File: src/rtl/pc_sequencer.sv
// Program-counter sequencer: sequential/branch/jump/call/return with a LIFO
// return stack, plus RUN/HALT/FAULT control. pc is always a register.
module pc_sequencer #(
  parameter int ADDR_W   = 12,
  parameter int OFF_W    = 8,
  parameter int DEPTH    = 8,
  parameter int RESET_PC = 0
) (
  input  logic                         clk,
  input  logic                         rst,
  input  logic                         en,
  input  logic                         branch,
  input  logic                         jmp,
  input  logic                         call,
  input  logic                         ret,
  input  logic                         halt_req,
  input  logic                         resume,
  input  logic [OFF_W-1:0]             offset,
  input  logic [ADDR_W-1:0]            target,
  output logic [ADDR_W-1:0]            pc,
  output logic [1:0]                   state,
  output logic [$clog2(DEPTH+1)-1:0]   depth_used,
  output logic                         stack_ovf,
  output logic                         stack_unf
);

  localparam int DW = $clog2(DEPTH+1);
  localparam int AW = (DEPTH > 1) ? $clog2(DEPTH) : 1;

  typedef enum logic [1:0] {RUN = 2'b00, HALT = 2'b01, FAULT = 2'b10} state_t;

  state_t              state_q, state_d;
  logic [ADDR_W-1:0]   pc_q, pc_d, pc_inc, off_ext;
  logic [DW-1:0]       depth_q;
  logic                ovf_q, unf_q;
  logic                push, pop, set_ovf, set_unf;
  logic                empty, full;
  logic [AW-1:0]       top_idx, push_idx;
  logic [ADDR_W-1:0]   stack_mem [DEPTH];

  assign empty    = (depth_q == '0);
  assign full     = (depth_q == DW'(DEPTH));
  assign top_idx  = AW'(depth_q - DW'(1));
  assign push_idx = AW'(depth_q);
  assign pc_inc   = pc_q + ADDR_W'(1);
  // Size cast of a signed value sign-extends the offset to the pc width.
  assign off_ext  = ADDR_W'($signed(offset));

  always_ff @(posedge clk or negedge rst) begin
    if (!rst) state_q <= RUN;
    else      state_q <= state_d;
  end

  // ret outranks call, so a full stack only faults when ret is absent.
  always_comb begin
    state_d = state_q;
    if (en) begin
      unique case (state_q)
        RUN: begin
          if (halt_req)                state_d = HALT;
          else if (ret && empty)       state_d = FAULT;
          else if (!ret && call && full) state_d = FAULT;
        end
        HALT:    if (resume) state_d = RUN;
        default: state_d = state_q;
      endcase
    end
  end

  always_comb begin
    pc_d    = pc_q;
    push    = 1'b0;
    pop     = 1'b0;
    set_ovf = 1'b0;
    set_unf = 1'b0;
    if (en && state_q == RUN && !halt_req) begin
      if (ret) begin
        if (empty) set_unf = 1'b1;
        else begin
          pop  = 1'b1;
          pc_d = stack_mem[top_idx];
        end
      end else if (call) begin
        if (full) set_ovf = 1'b1;
        else begin
          push = 1'b1;
          pc_d = target;
        end
      end else if (jmp)    pc_d = target;
      else if (branch)     pc_d = pc_inc + off_ext;
      else                 pc_d = pc_inc;
    end
  end

  always_ff @(posedge clk or negedge rst) begin
    if (!rst) begin
      pc_q    <= ADDR_W'(RESET_PC);
      depth_q <= '0;
      ovf_q   <= 1'b0;
      unf_q   <= 1'b0;
    end else begin
      pc_q <= pc_d;
      if (push)     depth_q <= depth_q + DW'(1);
      else if (pop) depth_q <= depth_q - DW'(1);
      if (set_ovf) ovf_q <= 1'b1;
      if (set_unf) unf_q <= 1'b1;
    end
  end

  // Stack contents need no reset; only the occupancy count is architectural.
  always_ff @(posedge clk) begin
    if (push) stack_mem[push_idx] <= pc_inc;
  end

  assign pc         = pc_q;
  assign state      = state_q;
  assign depth_used = depth_q;
  assign stack_ovf  = ovf_q;
  assign stack_unf  = unf_q;

endmodule

File: config.mk
export PLATFORM = sky130hd
export DESIGN_NAME = pc_sequencer
export DESIGN_NICKNAME = d
export VERILOG_FILES = /design/src/rtl/pc_sequencer.sv
export SDC_FILE = /design/constraint.sdc
export NUM_CORES = 1
export LEC_CHECK = 0
export ABC_AREA = 0
export BUFFER_PORTS_ARGS = -buffer_cell sky130_fd_sc_hd__buf_4
export CORE_ASPECT_RATIO = 2
export CORE_MARGIN = 2
export CORE_UTILIZATION = 40
export CTS_BUF_LIST = sky130_fd_sc_hd__clkbuf_16
export DETAILED_ROUTE_END_ITERATION = 6
export HOLD_SLACK_MARGIN = 0.08
export SLEW_MARGIN = 30
export SYNTH_ARGS = -nofsm -noshare
export SYNTH_HDL_FRONTEND = slang
export SYNTH_SLANG_ARGS = --single-unit
File: constraint.sdc
create_clock -name clk -period 4.1 [get_ports clk]
set_input_delay 0.615 -clock clk [delete_from_list [all_inputs] [get_ports clk]]
set_output_delay 0.615 -clock clk [all_outputs]
set_load 0.02 [all_outputs]
======== Yosys cells after proc, flatten, opt, wreduce, memory -nomap -nowiden ========
Memories as Yosys holds them, arrays and structs flattened.
Cells that the tools add are included.
operators by class
  reduce and logical (&&, ||, !) cells .... 13
  mux-type cells .......................... 29
  equal/unequal tests ..................... 6
  add/subtract/negate cells ............... 4
operator list
  kind                     number
  $mux W12                 6
  $mux W1                  16
  $add A12 B1 Y12 const B  1
  $add A12 B12 Y12         1
  $mux W2                  4
  $mux W4                  2
  $logic_and A1 B1 Y1      5
  $add A4 B1 Y4 const B    1
  $eq A4 B4 Y1 const B     1
  $logic_not A4 Y1         1
  $ne A2 B2 Y1 const B     2
  $ne A4 B4 Y1 const B     1
  $pmux W2 S2              1
  $reduce_and A4 Y1        1
  $reduce_bool A2 Y1       2
  $sub A4 B1 Y4 const B    1
  $ne A3 B3 Y1 const B     1
  $reduce_and A3 Y1        1
  $eq A2 B1 Y1 const B     1
  $logic_not A1 Y1         2
  $logic_not A2 Y1         1
word-level totals
  RAM bits ................................ 96
  input bits .............................. 29
  bits in registers ....................... 20
  memories kept ........................... 1
  logic and storage cells ................. 58
memory list
  memory     words  bits a word  read ports  clocked after Yosys merged registers in  write ports  line  RTL
  stack_mem  8      12           1           0                                        1            39    logic [ADDR_W-1:0] stack_mem [DEPTH];

======== Depth between registers and ports, before layout ========
Gate-level depths: netlist of run 1.
  depth in word-level cells ............... 7
  mapped depth ............................ 12
  mapped depth without buffers ............ 11

======== Least setup slack after synthesis of run 1 ========
Ideal clock, no wire load.
  path type ............................... reg-to-reg
  from .................................... register depth_q[0] (netlist: depth_used[0])
  to ...................................... memory stack_mem[1][0], enable pin
  stages on the path, launching flop included .. 9
  data arrival time ....................... 2.708 ns
  path buffers ............................ 2
  setup time .............................. 0.396 ns
  path slack .............................. 0.996 ns
  cells stage by stage .................... dfrtp_1 > buf_6 > buf_2 > inv_1 > ha_1 > nand2b_4 > o211a_2 > nand3_1 > nor3_1
on the way
  cells in the longest elaborated chain, start to end .. 7
RTL lines
  item                           line  RTL
  from (decl)                    34    logic [DW-1:0] depth_q;
  from (signal assigned)         103   if (push) depth_q <= depth_q + DW'(1);
  from (signal assigned)         104   else if (pop) depth_q <= depth_q - DW'(1);
  $eq A4 B4 Y1                   42    assign full = (depth_q == DW'(DEPTH));
  $mux W1                        84    if (full) set_ovf = 1'b1;
  $mux W1                        83    end else if (call) begin
  $mux W1                        77    if (ret) begin
  $mux W1                        76    if (en && state_q == RUN && !halt_req) begin
  $mux W1                        112   if (push) stack_mem[push_idx] <= pc_inc;
  $mux W1 (implied by the code)  112
  to (decl)                      39
Parallel ways exist; a longest one is shown, timed or not.

======== Worst setup path after layout of run 1 ========
  from .................................... register pc_q[0] (netlist: pc[0])
  to ...................................... register pc_q[11] (netlist: pc[11])
on the way
  cells in the longest elaborated chain, start to end .. 6
RTL lines
  item                    line  RTL
  from (decl)             33    logic [ADDR_W-1:0] pc_q, pc_d, pc_inc, off_ext;
  from (signal assigned)  97    pc_q <= ADDR_W'(RESET_PC);
  from (signal assigned)  102   pc_q <= pc_d;
  $add A12 B1 Y12         45    assign pc_inc = pc_q + ADDR_W'(1);
  named net pc_inc[8]     33
  $add A12 B12 Y12        90    else if (branch) pc_d = pc_inc + off_ext;
  $mux W12                90
  $mux W12                89    end else if (jmp) pc_d = target;
  $mux W12                83
  $mux W12                77
The timed path passes the listed nets, and every way through them passes these cells.
A chain may end at the register's enable or synchronous reset.

==> flow_metrics.tcl, run 1 <==
set metrics [dict create \
    outcome "completed" \
    min_period_over_period_pct 80.7 \
    grt-ovfl-total 0 \
    final_common_cell "edfxtp_1" \
    clkTransAtPathRegs_ns 0.06 \
    slew-limit-headroom_pct 31.0 \
    ys.warnings.count 0 \
    root_buffer "clkbuf_16" \
    maxSlewViolCount 0 \
    cts_tree "yes" \
    die_h_um 172 \
    port_buffers 48 \
    mostFrequentLayoutCells "96 x edfxtp_1, 65 x buf_4, 35 x nor2_1" \
    drt-initial-drc-count 294 \
    worstSetupPathType "flip-flop to flip-flop" \
    ys_ff_latch 116 \
    worstPathRequired_ns 4.41 \
    max_freq_ghz 0.302 \
    core_sq_um 13900 \
    setup_violations 0 \
    area_growth_pct 21.5 \
    clockBufferDepth 2 \
    grt_max_degree 29 \
    path_max_fanout 10 \
    viasPerCell 5.56 \
    die_area_sq_um 15200 \
    cap_violations 0 \
    rows 61 \
    grtUsageTotal_pct 20.1 \
    synth.net_count 449 \
    layout_min_cycle_time_ns 3.31 \
    grt_pass1_vias 3741 \
    ys_seq_area_share_pct 59.8 \
    antenna_found_initial 0 \
    rsz0062_at_grt "false" \
    wirelength_mm 14.4 \
    io_pins 49 \
    worstHoldPathType "input port to async pin" \
    vias 3712 \
    cts.sinks 116 \
    crit_family "XOR/XNOR gates" \
    async_flop_share_pct 17.2 \
    arrival_ns 3.62 \
    nNetsFinal 514 \
    cts-htree-levels 4 \
    peakVddDrop_uv 317 \
    detail-route-antenna-nets 0 \
    synth.distinct_cells 56 \
    syn-instance-count 402 \
    synth-main-ff-cell "edfxtp_1" \
    wl_per_cell_um 21.5 \
    grt_pass1_wl_mm 21.6 \
    clk_latency_ns 0.40 \
    cts_buffers 17 \
    antennaDiodeCount 0 \
    worstSetupEndpointType "flip-flop" \
    synth.top_cells.by_area "edfxtp_1 51%, mux4_2 9.6%, dfrtp_1 8.8%, ha_1 3.8%, nor2_1 2.3%" \
    crit_buf_inv 0 \
    cp_slowest_cell "xnor2_1" \
    place_congestion 0.917 \
    worst_pin_slew_ns 1.03 \
    post-dp-hpwl_mm 9.95 \
    slowest_delay_ns 0.72 \
    first_pass_iters 4 \
    synth_top_cell_area_share_pct 51.0 \
    utilization_pct 49.5 \
    drc_errors 0 \
    hold_violations 0 \
    post_cts_buffers 0 \
    cts_resized 0 \
    cp_cell_sequence "ha_1, nand4_1, xnor2_1, ha_1, a21oi_1, o221ai_1, a21oi_1, xnor2_1, and3_1, o31ai_2" \
    synth_edf_count 96 \
    dp_slack_ns 0.843 \
    layout-drive-gt1-share_pct 28.2 \
    yosysTopAreaCell "edfxtp_1" \
    cts-hold-fix-buffers 0 \
    fin_ws_ns 0.792 \
    die_x_um 88.1 \
    syn_area_sq_um 5660 \
    start_util_pct 40.7 \
    cp-start-kind "flip-flop" \
    skew_ns 0.00652 \
    synth_area_per_cell_sq_um 14.1 \
    tns_ns 0 \
    p_leak_nw 2.53 \
    pwr_density_cell_nw_per_um2 776 \
]
==> final timing paths <==
check	endpoint	from	slack, ns	depth (start not counted)
min in group clk	state[0]$_DFFE_PN0P_	resume	0.40	2
max in group asynchronous	pc[9]$_DFFE_PN0P_	rst	3.79	1
worst max-delay path	pc[11]$_DFFE_PN0P_	pc[0]$_DFFE_PN0P_	0.79	10
worst min register to register	stack_unf$_DFFE_PN0P_	stack_unf$_DFFE_PN0P_	0.47	1
worst min-delay path	depth_used[3]$_DFFE_PN0P_	rst	0.09	1
worst max register to register	pc[11]$_DFFE_PN0P_	pc[0]$_DFFE_PN0P_	0.79	10
==> cell type report <==
class	instances	area, sq um
inverters	10	37.5
fillers	1225	7020
clock inverters	14	174
repair buffers	65	488
well taps	189	236
multi-input cells	257	2130
clock buffers	17	425
flip-flops and latches	116	3380
==> kinds of logic (layout without fill, tap and decap cells) <==
| group | count (synthesis) | in the layout | share of synthesized area (%) |
|---|---|---|---|
| flip-flops | 116 | 116 | 59.8 |
| AND/OR/NAND/NOR | 99 | 99 | 8.56 |
| AO/OA/AOI/OAI | 83 | 83 | 9.84 |
| multiplexers | 36 | 36 | 11.7 |
| buffers and inverters | 29 | 106 | 2.72 |
| XOR/XNOR | 21 | 21 | 3.25 |
| adder cells (fa/ha/maj) | 18 | 18 | 4.11 |
==> stage by stage <==
stage	std cells	total power [mW]	hold slack, ns	area (sq um)
floorplan	402	3.16	0.319	5660
global route	668	5.61	0.100	6870
detailed placement	637	3.88	0.461	6270
finish	668	5.33	0.0908	6870
CTS	668	5.38	0.0849	6870
global placement	637	3.84	0.455	6270
==> where the power goes <==
part / switching (mW) / leakage (nW) / total [mW] / internal, mW
Sequential: 0.154 / 1.11 / 1.68 / 1.52
Clock: 0.535 / 0.284 / 1.49 / 0.957
Combinational: 1.25 / 1.13 / 2.16 / 0.913
==> state kept, by name (all words and copies together) (netlist names) <==
signal      cells
state           2
depth_used      4
stack_unf       1
pc             12
stack_mem      96
stack_ovf       1
==> per-layer routing <==
| metal | up-vias | track usage (%) | share of wire [%] |
|---|---|---|---|
| met1 | 1889 | 21.9 | 37 |
| met3 | 29 | 4.06 | 2.8 |
| met2 | 92 | 35.7 | 55 |
| met5 | - | 0 | 0 |
| li1 | 1702 | - | - |
| met4 | 0 | 10.7 | 4.9 |
==> synth_stat cells, types with 7 or more instances <==
cell,count
edfxtp_1,96
nor2_1,35
mux4_2,24
nand2_1,24
a21oi_1,21
dfrtp_1,20
ha_1,17
o21ai_0,12
xnor2_1,12
mux2i_1,11
inv_1,9
nand3_1,9
xor2_1,9
a211oi_1,7
clkbuf_1,7
o21ai_1,7
Note: power is estimated with default switching activity, not from simulation.
==> inputs of run 2 (changes only) <==
--- a/config.mk
+++ b/config.mk
@@ -5,7 +5,7 @@
 export SDC_FILE = /design/constraint.sdc
 export NUM_CORES = 1
 export LEC_CHECK = 0
-export ABC_AREA = 0
+export ABC_AREA = 1
 export BUFFER_PORTS_ARGS = -buffer_cell sky130_fd_sc_hd__buf_4
 export CORE_ASPECT_RATIO = 2
 export CORE_MARGIN = 2
==> constraint.sdc (replaced) <==
create_clock -name clk -period 2.95 [get_ports clk]
set_input_delay 0.4425 -clock clk [delete_from_list [all_inputs] [get_ports clk]]
set_output_delay 0.4425 -clock clk [all_outputs]
set_load 0.02 [all_outputs]
==> run 2 against run 1 <==
Net effect: non-clock buffer count rose by 6; global-route usage rose by 0.26 points; clock-buffer cell count did not move; flip-flop and latch count did not move; final cell count rose by 30%; worst hold slack improved by 0.26 ns; routed wire length rose by 11%; via count rose by 26%; clock power rose by 28%; synthesized area rose by 5.3%; total power fell by 22%; critical path type unchanged.
==> flow_metrics.tcl, run 2 <==
set metrics [dict create \
    slowest_delay_ns 0.42 \
    drt-initial-drc-count 433 \
    arrival_ns 2.96 \
    yosysMostFrequentCell "nand2_1" \
    worstHoldPathType "input port to flip-flop" \
    syn-instance-count 598 \
    slew-limit-headroom_pct 46.3 \
    ys_ff_latch 116 \
    antenna_found_initial 0 \
    grt-ovfl-total 0 \
    peakVddDrop_uv 420 \
    utilization_pct 49.0 \
    timing.rr.end "pc[11]$_DFFE_PN0P_" \
    io_pins 49 \
    fin_total_pwr_mw 4.15 \
    holdPathStages 3 \
    layout_min_cycle_time_ns 2.67 \
    wirelength_mm 15.9 \
    mostFrequentLayoutCells "102 x nand2_1, 96 x edfxtp_1, 76 x nor2_1" \
    drc_errors 0 \
    cp_cell_sequence "ha_1, and3_2, nand2_1, o21ai_1, nand2_1, ha_1, nand2_1, inv_1, a21oi_1, nand4_1, nand3_1, nand2_1, nand2_1, nand2_1, nand2_1, a21oi_2" \
    async_flop_share_pct 17.2 \
    die_x_um 90.3 \
    worstPathRequired_ns 3.24 \
    rr_worst_depth 16 \
    worstSetupEndpointType "flip-flop" \
    p_leak_nw 2.93 \
    clkTransAtPathRegs_ns 0.06 \
    synth_edf_count 96 \
    cts_tree "yes" \
    grt_pass1_wl_mm 24.7 \
    area_growth_pct 20.7 \
    crit_buf_inv 1 \
    worstHoldStart "halt_req" \
    critPathMostFrequentCell "nand2_1" \
    cp_slowest_cell "dfrtp_1" \
    vias 4665 \
    cap_violations 0 \
    cts-htree-levels 4 \
    r2r_start "pc[1]$_DFFE_PN0P_" \
    final_common_cell "nand2_1" \
    setup_violations 0 \
    tns_ns 0 \
    synth_common_cells "102 x nand2_1, 96 x edfxtp_1, 76 x nor2_1, 61 x o21ai_0, 42 x inv_1" \
    min_period_over_period_pct 90.5 \
    crit_cells 16 \
    start_util_pct 40.6 \
    synth.distinct_cells 47 \
    synth.top_cells.by_area "edfxtp_1 48%, dfrtp_1 8.4%, nand2_1 6.4%, o21ai_0 5.1%, nor2_1 4.8%" \
    cts.sinks 116 \
    skew_ns 0.0117 \
    nNetsFinal 710 \
    holdPathEnd "state[0]$_DFFE_PN0P_" \
    cts_buffers 17 \
    outcome "completed" \
    rsz0062_at_grt "false" \
    core_sq_um 14700 \
    path_max_fanout 4 \
    viasPerCell 5.36 \
    rows 63 \
    maxSlewViolCount 0 \
    layout-drive-gt1-share_pct 21.0 \
    ys_seq_area_share_pct 56.8 \
    crit_family "simple AND/OR/NAND/NOR gates" \
    die_h_um 177 \
    max_freq_ghz 0.374 \
    syn_area_sq_um 5950 \
    clk_latency_ns 0.41 \
    synth-main-ff-cell "edfxtp_1" \
    largest_reg_flops 96 \
    antennaDiodeCount 0 \
    worst_pin_slew_ns 0.802 \
    grt_pass1_vias 4513 \
    first_pass_iters 5 \
    ys.warnings.count 0 \
    synth_area_per_cell_sq_um 9.96 \
    root_buffer "clkbuf_16" \
    worstSetupPathType "flip-flop to flip-flop" \
    post-dp-hpwl_mm 10.4 \
    die_area_sq_um 15900 \
    detail-route-antenna-nets 0 \
    place_congestion 0.898 \
    hold_violations 0 \
    wl_per_cell_um 18.3 \
    synth.net_count 645 \
    post_cts_buffers 0 \
    synth_top_cell_area_share_pct 48.4 \
    grt_max_degree 53 \
    yosysTopAreaCell "edfxtp_1" \
    top_register "stack_mem" \
    cp-start-kind "flip-flop" \
    clockBufferDepth 2 \
    pwr_density_cell_nw_per_um2 577 \
    port_buffers 48 \
    grtUsageTotal_pct 20.3 \
    rrSetupSlack_ns 0.28 \
]
## run 2: cell types whose count changed after synthesis, moves of 13 or more
cell / previous run / this run
inv_1: 9 / 42
mux4_2: 24 / 0
nand2_1: 24 / 102
nand3_1: 9 / 25
nor2_1: 35 / 76
o211ai_1: 2 / 15
o21ai_0: 12 / 61
## run 2: final cells by class
| cell class | instances | area [sq um] |
|---|---|---|
| Fill cell | 1373 | 7480 |
| Tap cell | 195 | 244 |
| Clock buffer | 17 | 425 |
| Sequential cell | 116 | 3380 |
| Multi-Input combinational cell | 404 | 2270 |
| Inverter | 53 | 201 |
| Clock inverter | 15 | 121 |
| Timing Repair Buffer | 71 | 536 |
## run 2: worst max path at each step
stage                              start                        end  slack, ns
6_report               pc[1]$_DFFE_PN0P_         pc[11]$_DFFE_PN0P_       0.28
5_1_grt                pc[1]$_DFFE_PN0P_         pc[11]$_DFFE_PN0P_      0.003
4_1_cts                pc[0]$_DFFE_PN0P_         pc[11]$_DFFE_PN0P_       0.21
3_5_place_dp           pc[0]$_DFFE_PN0P_         pc[11]$_DFFE_PN0P_       0.23
3_3_place_gp           pc[0]$_DFFE_PN0P_          pc[5]$_DFFE_PN0P_       0.26
2_1_floorplan  depth_used[0]$_DFFE_PN0P_  stack_mem[2][0]$_DFFE_PP_       0.11
## run 2: cells by family (layout without fill, tap and decap cells)
group,after synthesis,count (layout),synth area share (%)
flip-flops,116,116,56.8
XOR/XNOR,10,10,1.60
AND/OR/NAND/NOR,232,232,17.1
AO/OA/AOI/OAI,144,144,15.0
adder cells (fa/ha/maj),18,18,3.91
buffers and inverters,78,156,5.57
## run 2: per-stage QoR
stage / cells / setup WS (ns) / hold WS, ns / instance area (sq um)
CTS: 871 / 0.211 / 0.343 / 7180
detailed placement: 838 / 0.232 / 0.345 / 6620
global route: 871 / 0.00274 / 0.367 / 7190
finish: 871 / 0.279 / 0.351 / 7190
floorplan: 598 / 0.107 / 0.147 / 5950
global placement: 838 / 0.257 / 0.345 / 6620
## run 2: metal layers
metal	track usage [%]	part of all wire, %	vias up
met5	0	0	-
met4	6.41	1.9	0
met1	27.6	45	2257
li1	-	-	2238
met3	3.20	4.5	17
met2	33.6	49	153
## run 2: timing repair
item | in CTS | in global routing
gates resized for setup | 0 | 4
endpoints found under the hold margin | 20 | 0
hold buffers | 1 | 0
endpoints found under the setup margin | 0 | 4
## run 2: worst min-delay path, delay by kind of cell
kind / cells / cell delay [ns]
AO/OA/AOI/OAI: 2 / 0.14
buffers and inverters: 1 / 0.11
## run 2: report_power, final
group	total, mW	internal, mW	switching (mW)
combinational	0.435	0.155	0.280
clock	1.91	1.10	0.814
sequential	1.80	1.79	0.0157
==> inputs of run 3 (changes only) <==
--- a/config.mk
+++ b/config.mk
@@ -9,7 +9,7 @@
 export BUFFER_PORTS_ARGS = -buffer_cell sky130_fd_sc_hd__buf_4
 export CORE_ASPECT_RATIO = 2
 export CORE_MARGIN = 2
-export CORE_UTILIZATION = 40
+export CORE_UTILIZATION = 38
 export CTS_BUF_LIST = sky130_fd_sc_hd__clkbuf_16
 export DETAILED_ROUTE_END_ITERATION = 6
 export HOLD_SLACK_MARGIN = 0.08
==> run 3 against run 2 <==
Net effect: clock power about the same; sequential power is essentially flat; via count up 3.4%; worst setup slack got worse by 0.093 ns; utilization decreased by 1.8 points; final cell count up 0.34%; die area grew 5.1%; sequential share of layout area down 0.18 points; largest cell class unchanged; highest routed layer unchanged.
==> flow_metrics.tcl, run 3 (same netlist as run 2, synthesis figures left out) <==
set metrics [dict create \
    worst_pin_slew_ns 0.586 \
    drc_errors 0 \
    mostFrequentLayoutCells "102 x nand2_1, 96 x edfxtp_1, 75 x nor2_1" \
    p_comb_share_pct 10.9 \
    die_x_um 92.5 \
    viasPerCell 5.52 \
    antennaDiodeCount 0 \
    nFillCells 1404 \
    use_met1_pct 22.0 \
    final_cells 874 \
    detail-route-antenna-nets 0 \
    wirelength_mm 18.0 \
    dp_slack_ns 0.0818 \
    core_sq_um 15300 \
    wl_per_cell_um 20.5 \
    vias 4822 \
    cts.sinks 116 \
    post-dp-hpwl_mm 12.7 \
    io_pins 49 \
    dp.cells 840 \
    first_pass_iters 5 \
    clkTransAtPathRegs_ns 0.05 \
    final_common_cell "nand2_1" \
    outcome "completed" \
    cts_buffers 17 \
    grt_use_met3_pct 4.34 \
    grt-busiest-layer "met2" \
    grtUsageTotal_pct 22.4 \
    clk_latency_ns 0.42 \
    top_register "stack_mem" \
    switching_power_mw 1.01 \
    p_int_mw 3.16 \
    max_freq_ghz 0.362 \
    peakVddDrop_uv 418 \
    setup_violations 0 \
    layout-drive-gt1-share_pct 21.4 \
    fin_ws_ns 0.186 \
    area_growth_pct 21.2 \
    port_buffers 48 \
    min_period_over_period_pct 93.7 \
    swShare_pct 24.3 \
    power_frac_seq_pct 43.3 \
    start_util_pct 38.9 \
    slew-limit-headroom_pct 60.5 \
    cts-htree-levels 4 \
    grt_pass1_wl_mm 27.7 \
    rows 64 \
    p_leak_nw 2.94 \
    pwr_density_cell_nw_per_um2 578 \
    use_met2_pct 40.1 \
    drt-initial-drc-count 400 \
    worstSetupEndpointType "flip-flop" \
    hold_violations 0 \
    die_h_um 181 \
    cp-start-kind "flip-flop" \
    root_buffer "clkbuf_16" \
    layout_min_cycle_time_ns 2.76 \
    die_area_sq_um 16700 \
    cap_violations 0 \
    cts_tree "yes" \
    p_clk_share_pct 45.8 \
    path_max_fanout 4 \
    nNetsFinal 710 \
    largest_reg_flops 96 \
    clockBufferDepth 2 \
    skew_ns 0.00565 \
    arrival_ns 3.07 \
    grt_max_degree 53 \
    place_congestion 0.985 \
    grt_pass1_vias 4938 \
    fin_total_pwr_mw 4.17 \
    utilization_pct 47.2 \
    grt-ovfl-total 0 \
    antenna_found_initial 0 \
    worstHoldPathType "input port to flip-flop" \
    worstPathRequired_ns 3.26 \
    worstSetupPathType "flip-flop to flip-flop" \
    maxSlewViolCount 0 \
]
==> run 3: changes by cell type in the layout (fill, tap and decap cells not counted), moves of 2 or more <==
cell and delta:
bufinv_16 +2, clkinv_1 +2, dfrtp_1 -2, dfrtp_2 +2, inv_1 +2, inv_6 -5, inv_8 -3
==> run 3: final timing paths <==
| path | from | endpoint | slack, ns | depth (start not counted) |
|---|---|---|---|---|
| max in group asynchronous | rst | pc[2]$_DFFE_PN0P_ | 2.19 | 2 |
| setup / recovery | pc[1]$_DFFE_PN0P_ | pc[11]$_DFFE_PN0P_ | 0.19 | 16 |
| hold reg to reg | stack_unf$_DFFE_PN0P_ | stack_unf$_DFFE_PN0P_ | 0.48 | 1 |
| setup reg to reg | pc[1]$_DFFE_PN0P_ | pc[11]$_DFFE_PN0P_ | 0.19 | 16 |
| hold / removal | halt_req | state[1]$_DFFE_PN0P_ | 0.33 | 4 |
| min in group asynchronous | rst | depth_used[3]$_DFFE_PN0P_ | 0.48 | 2 |
==> run 3: per-stage QoR <==
| stage | hold slack (ns) | TNS, ns | instance area [sq um] |
|---|---|---|---|
| after floorplan | 0.147 | 0 | 5950 |
| after global placement | 0.360 | 0 | 6620 |
| after detailed placement | 0.368 | 0 | 6620 |
| after CTS | 0.315 | 0 | 7180 |
| after global routing | 0.328 | -0.0102 | 7220 |
| final | 0.328 | 0 | 7220 |
==> run 3: metal layers <==
metal  up-vias  wire length (um)
li1       2232                 -
met1      2319              6020
met2       200              9790
met3        71               819
met4         0              1330
met5         -                 0
==> run 3: worst max-delay path, cell delays in order, from the launching register on <==
cell	delay [ns]
dfrtp_1	0.40
ha_1	0.22
and3_2	0.24
nand2_1	0.20
o21ai_2	0.21
nand2_1	0.11
ha_1	0.34
nand2_1	0.11
inv_1	0.05
a21oi_1	0.22
nand4_1	0.17
nand3_1	0.12
nand2_1	0.05
nand2_1	0.05
nand2_1	0.05
nand2_1	0.08
a21oi_2	0.05
==> run 3: area by class of cell <==
class,count,area [sq um],area share [%]
flip-flops and latches,116,3390,46.9
inverters,53,201,2.79
repair buffers,71,536,7.42
clock buffers,17,425,5.89
clock inverters,15,126,1.75
well taps,198,248,3.43
multi-input cells,404,2290,31.8
==> run 3: repair_timing <==
item                       in CTS  in global routing
setup buffers                   0                  1
resized for setup               0                 12
hold buffers                    1                  0
setup endpoints to repair       0                  6
hold endpoints to repair       20                  0
==> run 3: power by group through the flow <==
stage / Clock, mW / Sequential (mW) / Combinational (mW)
CTS: 1.93 / 1.81 / 0.445
floorplan: 0 / 1.84 / 0.262
detailed placement: 0 / 1.84 / 0.441
global route: 2.01 / 1.81 / 0.502
finish: 1.91 / 1.81 / 0.454
global placement: 0 / 1.84 / 0.433
